## src/rtl/seg_pkg.sv

```systemverilog
// Shared types and segment codes for the 8-digit seven-segment scanner.
// Segment codes are active-low, bit 6 = segment a ... bit 0 = segment g.
package seg_pkg;

  typedef struct packed {
    logic       en;
    logic       dp;
    logic [3:0] val;
  } digit_slot_t;

  localparam logic [3:0] VAL_DASH = 4'd10;

  localparam logic [6:0] SEG_0     = 7'b0000001;
  localparam logic [6:0] SEG_1     = 7'b1001111;
  localparam logic [6:0] SEG_2     = 7'b0010010;
  localparam logic [6:0] SEG_3     = 7'b0000110;
  localparam logic [6:0] SEG_4     = 7'b1001100;
  localparam logic [6:0] SEG_5     = 7'b0100100;
  localparam logic [6:0] SEG_6     = 7'b0100000;
  localparam logic [6:0] SEG_7     = 7'b0001111;
  localparam logic [6:0] SEG_8     = 7'b0000000;
  localparam logic [6:0] SEG_9     = 7'b0000100;
  localparam logic [6:0] SEG_DASH  = 7'b1111110;
  localparam logic [6:0] SEG_BLANK = 7'b1111111;

endpackage

```

## src/rtl/seg_decoder.sv

```systemverilog
// Combinational 4-bit value to active-low seven-segment decoder.
// 0-9 are digits, VAL_DASH shows segment g only, anything else is blank.
module seg_decoder
  import seg_pkg::*;
(
  input  logic [3:0] val,
  output logic [6:0] seg
);

  // Value lookup; unused codes fall through to blank.
  always_comb begin
    seg = SEG_BLANK;
    case (val)
      4'd0:     seg = SEG_0;
      4'd1:     seg = SEG_1;
      4'd2:     seg = SEG_2;
      4'd3:     seg = SEG_3;
      4'd4:     seg = SEG_4;
      4'd5:     seg = SEG_5;
      4'd6:     seg = SEG_6;
      4'd7:     seg = SEG_7;
      4'd8:     seg = SEG_8;
      4'd9:     seg = SEG_9;
      VAL_DASH: seg = SEG_DASH;
      default:  seg = SEG_BLANK;
    endcase
  end

endmodule

```

## src/rtl/seg_display_mux.sv

```systemverilog
// Time-multiplexed driver for an 8-digit common-anode seven-segment display.
// Each digit gets one slot of CLK_FREQ_HZ/REFRESH_HZ cycles; AN and DIGIT are
// registered and reflect the current scan index with one cycle of latency.
// Optional blinking is built only when SEG_BLINK_EN is defined; otherwise
// blink_mask is ignored and no blink timer exists.
module seg_display_mux
  import seg_pkg::*;
#(
  parameter int CLK_FREQ_HZ = 100_000_000,
  parameter int REFRESH_HZ  = 1000,
  parameter int BLINK_HZ    = 2
) (
  input  logic        clock,
  input  logic        reset,
  input  logic [47:0] digits,
  input  logic [7:0]  blink_mask,
  output logic [7:0]  AN,
  output logic [7:0]  DIGIT
);

  localparam int SLOT_DIV  = CLK_FREQ_HZ / REFRESH_HZ;
  localparam int BLINK_DIV = CLK_FREQ_HZ / (2 * BLINK_HZ);

  if (SLOT_DIV < 2) begin : g_slot_div_chk
    $error("seg_display_mux: SLOT_DIV must be at least 2");
  end
  if (BLINK_DIV < 2) begin : g_blink_div_chk
    $error("seg_display_mux: BLINK_DIV must be at least 2");
  end

  localparam int SLOT_W = (SLOT_DIV > 1) ? $clog2(SLOT_DIV) : 1;

  logic [SLOT_W-1:0] slot_cnt;
  logic              scan_tick;
  logic [2:0]        scan_idx;
  digit_slot_t       slot;
  logic [6:0]        seg;
  logic              blink_off;

  assign scan_tick = (slot_cnt == SLOT_W'(SLOT_DIV - 1));

  // Slot timer and scan index; index steps once per full slot.
  always_ff @(posedge clock or posedge reset) begin
    if (reset) begin
      slot_cnt <= '0;
      scan_idx <= 3'd0;
    end else if (scan_tick) begin
      slot_cnt <= '0;
      scan_idx <= scan_idx + 3'd1;
    end else begin
      slot_cnt <= slot_cnt + 1'b1;
    end
  end

`ifdef SEG_BLINK_EN
  localparam int BLINK_W = (BLINK_DIV > 1) ? $clog2(BLINK_DIV) : 1;

  logic [BLINK_W-1:0] blink_cnt;
  logic               blink_phase;

  // Free-running blink timer, independent of the scan timer.
  always_ff @(posedge clock or posedge reset) begin
    if (reset) begin
      blink_cnt   <= '0;
      blink_phase <= 1'b0;
    end else if (blink_cnt == BLINK_W'(BLINK_DIV - 1)) begin
      blink_cnt   <= '0;
      blink_phase <= ~blink_phase;
    end else begin
      blink_cnt <= blink_cnt + 1'b1;
    end
  end

  assign blink_off = blink_phase & blink_mask[scan_idx];
`else
  logic blink_mask_unused;

  assign blink_mask_unused = ^blink_mask;
  assign blink_off         = 1'b0;
`endif

  assign slot = digit_slot_t'(digits[6*scan_idx +: 6]);

  seg_decoder u_seg_decoder (
    .val (slot.val),
    .seg (seg)
  );

  // Output register: one anode low for an enabled, non-blinked slot, else dark.
  always_ff @(posedge clock or posedge reset) begin
    if (reset) begin
      AN    <= 8'hFF;
      DIGIT <= 8'hFF;
    end else if (!slot.en || blink_off) begin
      AN    <= 8'hFF;
      DIGIT <= 8'hFF;
    end else begin
      AN    <= ~(8'b1 << scan_idx);
      DIGIT <= {seg, ~slot.dp};
    end
  end

endmodule

```

## config.mk

```make
export PLATFORM = sky130hd
export DESIGN_NAME = seg_display_mux
export DESIGN_NICKNAME = d
export VERILOG_FILES = /design/src/rtl/seg_pkg.sv /design/src/rtl/seg_decoder.sv /design/src/rtl/seg_display_mux.sv
export SDC_FILE = /design/constraint.sdc
export NUM_CORES = 1
export LEC_CHECK = 0
export CORE_UTILIZATION = 40
export CTS_BUF_LIST = sky130_fd_sc_hd__clkbuf_8 sky130_fd_sc_hd__clkbuf_16
export DETAILED_ROUTE_END_ITERATION = 10
export GPL_TIMING_DRIVEN = 0
export PLACE_DENSITY = 0.82
export SYNTH_ARGS = -nofsm -noshare
export SYNTH_HDL_FRONTEND = slang
export SYNTH_SLANG_ARGS = --single-unit
export TNS_END_PERCENT = 10
```

## constraint.sdc

```tcl
create_clock -name clock -period 2 [get_ports clock]
set_input_delay 0.3 -clock clock [delete_from_list [all_inputs] [get_ports clock]]
set_output_delay 0.3 -clock clock [all_outputs]
set_load 0.005 [all_outputs]
```

==> results of run 1 <==
[per-layer routing]
layer	GRT usage [%]	part of all wire, %	vias to the layer above
met5	0	0	-
met4	6.50	1.2	0
li1	-	-	792
met2	32.1	53	47
met3	3.35	4.6	4
met1	21.0	41	804
[cells by family after synthesis]
| family | Yosys count |
|---|---|
| AOI/OAI and AO/OA | 15 |
| xor gates and xnor gates | 14 |
| adders and majority gates | 13 |
| buffers and inverters | 14 |
| DFF | 36 |
| muxes | 23 |
| and+or+nand+nor | 61 |
[cell usage after synthesis, types with 2 or more instances]
library cell	instances	area, µm²
sky130_fd_sc_hd__inv_1	7	26.3
sky130_fd_sc_hd__nand4_1	5	31.3
sky130_fd_sc_hd__nor3_1	4	20.0
sky130_fd_sc_hd__mux2i_4	2	45.0
sky130_fd_sc_hd__nand2_1	21	78.8
sky130_fd_sc_hd__a31oi_1	2	12.5
sky130_fd_sc_hd__nand3_1	5	25.0
sky130_fd_sc_hd__ha_1	13	163
sky130_fd_sc_hd__mux2i_1	3	30.0
sky130_fd_sc_hd__nor2_1	11	41.3
sky130_fd_sc_hd__o21ai_1	2	10.0
sky130_fd_sc_hd__dfrtp_1	20	500
sky130_fd_sc_hd__mux2_1	3	33.8
sky130_fd_sc_hd__a21oi_1	7	35.0
sky130_fd_sc_hd__o31ai_1	2	15.0
sky130_fd_sc_hd__mux4_1	5	131
sky130_fd_sc_hd__and3_1	2	12.5
sky130_fd_sc_hd__xor2_1	8	70.1
sky130_fd_sc_hd__buf_6	2	22.5
sky130_fd_sc_hd__buf_2	3	15.0
sky130_fd_sc_hd__mux2_4	2	30.0
sky130_fd_sc_hd__or4_1	2	15.0
sky130_fd_sc_hd__mux4_2	7	158
sky130_fd_sc_hd__a22oi_1	2	15.0
sky130_fd_sc_hd__dfstp_2	16	420
sky130_fd_sc_hd__and2_1	2	12.5
sky130_fd_sc_hd__and4_1	2	17.5
sky130_fd_sc_hd__xnor2_1	6	52.6
[power by group]
part           internal, W  switching [W]
clock network     0.000234       0.000248
registers         0.000749     0.00000292
logic             0.000148      0.0000758
total              0.00113       0.000327
[stage by stage]
stage	hold slack, ns	instances	setup TNS [ns]	setup WS [ns]	instance area [µm²]
finish	0.455	329	0	0.00549	3070
global route	0.516	329	-0.211	-0.0598	3070
CTS	0.491	327	0	0.0161	3030
detailed placement	0.479	311	-1.49	-0.257	2870
global placement	0.474	311	-1.12	-0.254	2870
floorplan	0.448	176	-0.0188	-0.0188	2130
[cells in the final DEF, fill, tap and decap left out, drive strengths merged, types with 4 or more instances in the layout]
master,count
a21oi,7
buf,15
clkbuf,6
clkdlybuf4s50,65
dfrtp,20
dfstp,16
ha,13
inv,9
mux2,5
mux2i,6
mux4,12
nand2,21
nand3,5
nand4,5
nor2,11
nor3,4
xnor2,6
xor2,8
[state kept, by name (all words and copies together), names as in the netlist]
| register | cells |
|---|---|
| scan_idx | 3 |
| DIGIT | 8 |
| slot_cnt | 17 |
| AN | 8 |
[area by class of cell]
class	count	area (µm²)	share of cell area [%]
Inverter	8	30.0	0.978
Sequential cell	36	921	30.0
Clock buffer	5	68.8	2.24
Tap cell	70	87.6	2.85
Clock inverter	3	12.5	0.408
Multi-Input combinational cell	126	1160	37.8
Buffer	6	50.0	1.63
Timing Repair Buffer	75	738	24.1
[final timing paths]
check	startpoint	to	cells after the start
setup / recovery	scan_idx[1]	DIGIT[3]	6
hold / removal	reset	scan_idx[0]	2
setup reg to reg	scan_idx[1]	DIGIT[3]	6
hold reg to reg	slot_cnt[0]	slot_cnt[0]	1
max in group asynchronous	reset	slot_cnt[13]	2
min in group clock	slot_cnt[0]	slot_cnt[0]	1
[timing repair]
action,in CTS,in global routing
gates resized for setup,7,5
setup buffers,8,2
pin swaps,1,1
setup endpoints to repair,17,9
endpoints found under the hold margin,0,0
==> key figures, run 1 <==
Timing
  – Top achievable clock speed: 0.501 GHz
  – Count of final hold-check violations: 0
  – Period Utilization, post-route: 99.7%
  – Normalized max-slew margin: 52.4%
  – Final Critical Period: 1.99 ns
  – Unrepaired setup endpoints after global routing: true
  – Count of endpoints failing setup in the final report: 0
  – Number of max-slew violations in the final report: 0
  – Clock Skews: 0.00665 ns
  – Actual slew at the worst max-slew pin: 0.713 ns

Place
  – Count of buffers inserted at the top-level ports: 65
  – Gpl congestion: 0.843
  – Dpl hpwl: 3.47 mm

Cells and area
  – Utilization after layout: 60.1%
  – Net count reported at finish: 329
  – Fillcell total: 422
  – Synth-to-Final Area Change: 44.2%
  – Share of final-layout standard cells stronger than drive strength 1: 22.8%
  – Inserted Diodes: 0

Worst setup path
  – Buffer and inverter count on the worst path: 1
  – CP delay by family, top: multiplexers
  – Cells along the critical path: buf_6 > mux4_2 > mux2_4 > ha_1 > mux2_4 > a22oi_1
  – Cell with the largest stage delay on the worst path: sky130_fd_sc_hd__mux4_2
  – Setup crit start kind: flop
  – Worst path max stage delay: 0.49 ns
  – Register-to-register path setup slack: 0.005 ns
  – CP endpoint kind: flop
  – Most used cell along the critical path: sky130_fd_sc_hd__mux2_4
  – Worst Path Arrival: 2.20 ns
  – Required time reported for the critical path endpoint: 2.20 ns
  – Largest fanout on the critical path: 4
  – CP Class: flop to flop

Min path
  – HP Class: primary input to async pin

Global routing
  – Number of antenna violations at the first check in global routing: 0
  – Global-route congestion overflow total: 0
  – First-pass GRT wire length: 7.29 mm
  – Pin count of the biggest net entering global routing: 37
  – Number of global-route vias before repair: 1,614
  – Global routing usage summed across all routing layers: 17.8%

Yosys
  – Post-synthesis net count: 247
  – Multiplexer fraction of the synthesized cell area: 20.8%
  – Adder-cell share of the synthesized area: 7.64%
  – Commonest register cell after synthesis: sky130_fd_sc_hd__dfrtp_1
  – Xor-xnor portion of the synthesized cell area: 5.76%
  – Ys async rst share: 100%
  – Synth Cell Area: 2130 µm²
  – Yosys Warn Count: 0
  – Proportion of synthesized chip area in sequential cells: 43.3%
  – Number of flip-flops and latches in the synthesized netlist: 36
  – Share of the synthesized area in compound gates (AO/OA/AOI/OAI): 4.12%
  – Synth Area per Inst: 12.1 µm²
  – Largest family of logic cells by synthesized area: multiplexers
  – Count of distinct cell types in the synthesized netlist: 38
  – Number of enable flip-flop cells after synthesis: 0
  – Simple-gate share of the synthesized area: 15.1%
  – Synth Instances: 176

Power and ir drop
  – Worst VDD drop: 0.000231 V
  – LEAKAGE: 1.26 nW
  – Power per standard cell area: 475 nW/µm²
  – Power, Total: 0.00146 W

Routing
  – DRC viols: 0
  – Via count: 1,647
  – Initial DRC count: 74
  – Final antenna-violating net count: 0
  – Total wire length after detailed routing: 4.53 mm
  – 1st-pass router iterations: 4
  – Number of vias per cell: 5.01
  – WL/cell: 13.8 µm

Clock network
  – TritonCTS Buffers: 5
  – Maximum count of clock buffers along a single path: 2
  – Clk sink count: 36
  – Hold bufs inserted after CTS: 0
  – Clock network latency to the later pin of the worst-skew pair: 0.29 ns
  – H-tree levels: 2
  – Clock-pin slew on the worst setup and hold paths: 0.07 ns
  – CTS root buffer: sky130_fd_sc_hd__clkbuf_8
  – TritonCTS clock tree: built

Run status
  – Status: finished, final reports clean

Die
  – Die Span Y: 74.9 µm
  – Horizontal die dimension: 74.9 µm
  – Core area: 5110 µm²
  – Number of primary I/O pins: 74
  – Initial core utilization: 41.7%
  – Placement row count: 26
  – Area of the die: 5620 µm²

Run
  – Max-Cap Viols: 0
(Power assumes the default switching activity.)
==> run 2: changes to the inputs <==
CTS_CLUSTER_DIAMETER = 120   (was unset)
PLACE_DENSITY = 0.79   (was 0.82)
clock period = 1.9 ns   (was 2 ns; I/O delays follow)
==> key figures, run 2 (synthesized netlist as in run 1, its figures left out) <==
Cells and area
  – Commonest cells after routing, fill and taps aside: 65 x sky130_fd_sc_hd__clkdlybuf4s50_1, 21 x sky130_fd_sc_hd__nand2_1, 20 x sky130_fd_sc_hd__dfrtp_1 (unchanged)
  – Most common cell after layout, fill and taps aside: sky130_fd_sc_hd__clkdlybuf4s50_1 (unchanged)
  – Inserted Diodes: 0 (unchanged)
  – Synth-to-Final Area Change: 51.6% (was 44.2%)
  – Reg with most FFs: slot_cnt (unchanged)
  – Largest register FFs: 17 (unchanged)
  – Largest registers: slot_cnt (17), AN (8), DIGIT (8) (unchanged)
  – Net count reported at finish: 334 (was 329)
  – Share of final-layout standard cells stronger than drive strength 1: 29.5% (was 22.8%)
  – Post-route cell area: 3230 µm² (was 3070 µm²)

Power and ir drop
  – Power per standard cell area: 503 nW/µm² (was 475 nW/µm²)
  – Flop pwr share: 48.7% (was 51.6%)
  – Switching power of the nets: 0.000369 W (was 0.000327 W)
  – Gate power share: 16.0% (was 15.4%)
  – Proportion of total power due to net switching: 22.8% (was 22.4%)
  – Design internal power: 0.00125 W (was 0.00113 W)
  – Clk network pwr share: 35.3% (was 33.0%)
  – Worst VDD drop: 0.000282 V (was 0.000231 V)
  – LEAKAGE: 1.29 nW (was 1.26 nW)

Routing
  – Number of vias per cell: 4.96 (was 5.01)
  – Total wire length after detailed routing: 4.49 mm (was 4.53 mm)
  – Initial DRC count: 96 (was 74)
  – DRC viols: 0 (unchanged)
  – Via count: 1,658 (was 1,647)
  – 1st-pass router iterations: 4 (unchanged)
  – WL/cell: 13.5 µm (was 13.8 µm)
  – Final antenna-violating net count: 0 (unchanged)

Clock network
  – Clock-pin slew on the worst setup and hold paths: 0.08 ns (was 0.07 ns)
  – TritonCTS Buffers: 5 (unchanged)
  – Clk sink count: 36 (unchanged)
  – Maximum count of clock buffers along a single path: 2 (unchanged)
  – Hold bufs inserted after CTS: 0 (unchanged)
  – TritonCTS clock tree: built (unchanged)
  – H-tree levels: 2 (unchanged)
  – CTS root buffer: sky130_fd_sc_hd__clkbuf_8 (unchanged)
  – Clock network latency to the later pin of the worst-skew pair: 0.29 ns (about the same)

Die
  – Initial core utilization: 41.7% (unchanged)
  – Number of primary I/O pins: 74 (unchanged)
  – Horizontal die dimension: 74.9 µm (unchanged)
  – Placement row count: 26 (unchanged)
  – Die Span Y: 74.9 µm (unchanged)
  – Area of the die: 5620 µm² (unchanged)
  – Core area: 5110 µm² (unchanged)

Worst setup path
  – Largest fanout on the critical path: 5 (was 4)
  – CP endpoint kind: flop (unchanged)
  – CP Class: flop to flop (unchanged)
  – Reg2Reg Capture Point: DIGIT[3] (unchanged)
  – Worst Path Arrival: 2.21 ns (was 2.20 ns)
  – Capturing element of the worst setup path: DIGIT[3] (unchanged)
  – Launch point of the critical path: scan_idx[1] (unchanged)
  – Setup crit start kind: flop (unchanged)
  – Depth of the worst register-to-register path: 6 (unchanged)
  – Required time reported for the critical path endpoint: 2.11 ns (was 2.20 ns)
  – Register-to-register path setup slack: -0.10 ns (was 0.005 ns)
  – Startpoint of the worst-slack reg-to-reg timing path: scan_idx[1] (unchanged)

Timing
  – Worst Setup Slack, final: -0.101 ns (was 0.00549 ns)
  – Number of max-slew violations in the final report: 0 (unchanged)
  – Count of endpoints failing setup in the final report: 6 (was 0)
  – Hold slack final: 0.292 ns (was 0.455 ns)
  – Unrepaired setup endpoints after global routing: true (unchanged)
  – Period Utilization, post-route: 105% (was 99.7%)
  – Top achievable clock speed: 0.500 GHz (was 0.501 GHz)
  – Count of final hold-check violations: 0 (unchanged)
  – Final Critical Period: 2.00 ns (was 1.99 ns)
  – Actual slew at the worst max-slew pin: 0.539 ns (was 0.713 ns)
  – Normalized max-slew margin: 63.9% (was 52.4%)
  – Clock Skews: 0.00998 ns (was 0.00665 ns)

Min path
  – HP Class: primary input to async pin (unchanged)

Place
  – Worst-case setup slack after placement: -0.291 ns (was -0.257 ns)
  – Dpl hpwl: 3.29 mm (was 3.47 mm)
  – Count of buffers inserted at the top-level ports: 65 (unchanged)
  – Instance area at placement: 2900 µm² (was 2870 µm²)
  – Gpl congestion: 0.796 (was 0.843)

Run status
  – Status: finished, violations left (was finished, final reports clean)
  – Violated checks: negative setup slack

Global routing
  – Number of antenna violations at the first check in global routing: 0 (unchanged)
  – Pin count of the biggest net entering global routing: 37 (unchanged)
  – Global-route congestion overflow total: 0 (unchanged)
  – Global routing usage summed across all routing layers: 16.6% (was 17.8%)
  – Number of global-route vias before repair: 1,561 (was 1,614)
  – First-pass GRT wire length: 6.98 mm (was 7.29 mm)

Run
  – Max-Cap Viols: 0 (unchanged)
## run 2: cell count changes in the layout (fill, tap and decap cells not counted), moves of 2 or more
| cell | before | now |
|---|---|---|
| sky130_fd_sc_hd__ha_1 | 12 | 8 |
| sky130_fd_sc_hd__inv_1 | 8 | 4 |
| sky130_fd_sc_hd__clkinvlp_4 | 0 | 2 |
| sky130_fd_sc_hd__a21oi_2 | 0 | 2 |
| sky130_fd_sc_hd__buf_6 | 1 | 3 |
| sky130_fd_sc_hd__buf_4 | 11 | 13 |
| sky130_fd_sc_hd__ha_4 | 0 | 5 |
| sky130_fd_sc_hd__a21oi_1 | 7 | 5 |
## run 2: stage by stage
stage               cells  util, %  TNS (ns)  power, W
detailed placement    311     56.7     -3.17   0.00103
floorplan             176        -    -0.306  0.000895
finish                334     63.2    -0.325   0.00162
global placement      311     56.7     -2.30   0.00103
CTS                   329     60.7    -0.323   0.00161
global route          334     63.2    -0.925   0.00168
## run 2: metal layers
layer	track usage, %	part of all wire [%]	vias up	routed length (µm)
met5	0	0	-	0
met4	3.14	0.51	0	23
met3	4.55	4.7	3	210
met2	28.4	50	47	2260
met1	21.3	45	801	2000
li1	-	-	807	-
## run 2: power by group through the flow
stage / Combinational (W) / Sequential (W) / Clock [W]
final: 0.000260 / 0.000791 / 0.000573
after global placement: 0.000224 / 0.000805 / 0
after floorplan: 0.0000879 / 0.000807 / 0
after global routing: 0.000282 / 0.000792 / 0.000603
after CTS: 0.000239 / 0.000791 / 0.000575
after detailed placement: 0.000228 / 0.000805 / 0
## run 2: final cells by class
type / instances / area, µm²
multi-input cells: 126 / 1230
well taps: 70 / 87.6
fillers: 425 / 1880
repair buffers: 80 / 800
clock buffers: 6 / 82.6
plain buffers: 6 / 53.8
inverters: 8 / 32.5
clock inverters: 2 / 15.0
flip-flops and latches: 36 / 921
## run 2: worst max-delay path, cell delays in order (launching register included)
cell and delay [ns]:
sky130_fd_sc_hd__dfrtp_1 0.37, sky130_fd_sc_hd__buf_6 0.14, sky130_fd_sc_hd__mux4_2 0.49, sky130_fd_sc_hd__mux2_4 0.33, sky130_fd_sc_hd__ha_4 0.16, sky130_fd_sc_hd__mux2_4 0.27
sky130_fd_sc_hd__a22oi_2 0.15
## run 2: worst min-delay path by stage
stage / start / to / depth (start not counted)
after floorplan: reset / scan_idx[0] / 1
after CTS: slot_cnt[0] / slot_cnt[0] / 1
after global placement: slot_cnt[0] / slot_cnt[0] / 1
after global routing: reset / slot_cnt[8] / 2
final: reset / slot_cnt[8] / 2
after detailed placement: slot_cnt[0] / slot_cnt[0] / 1
## run 2: what timing repair did
action | 4_1_cts | 5_1_grt
setup buffers | 10 | 4
pin swaps | 1 | 8
gates resized for setup | 9 | 20
setup endpoints to repair | 18 | 12
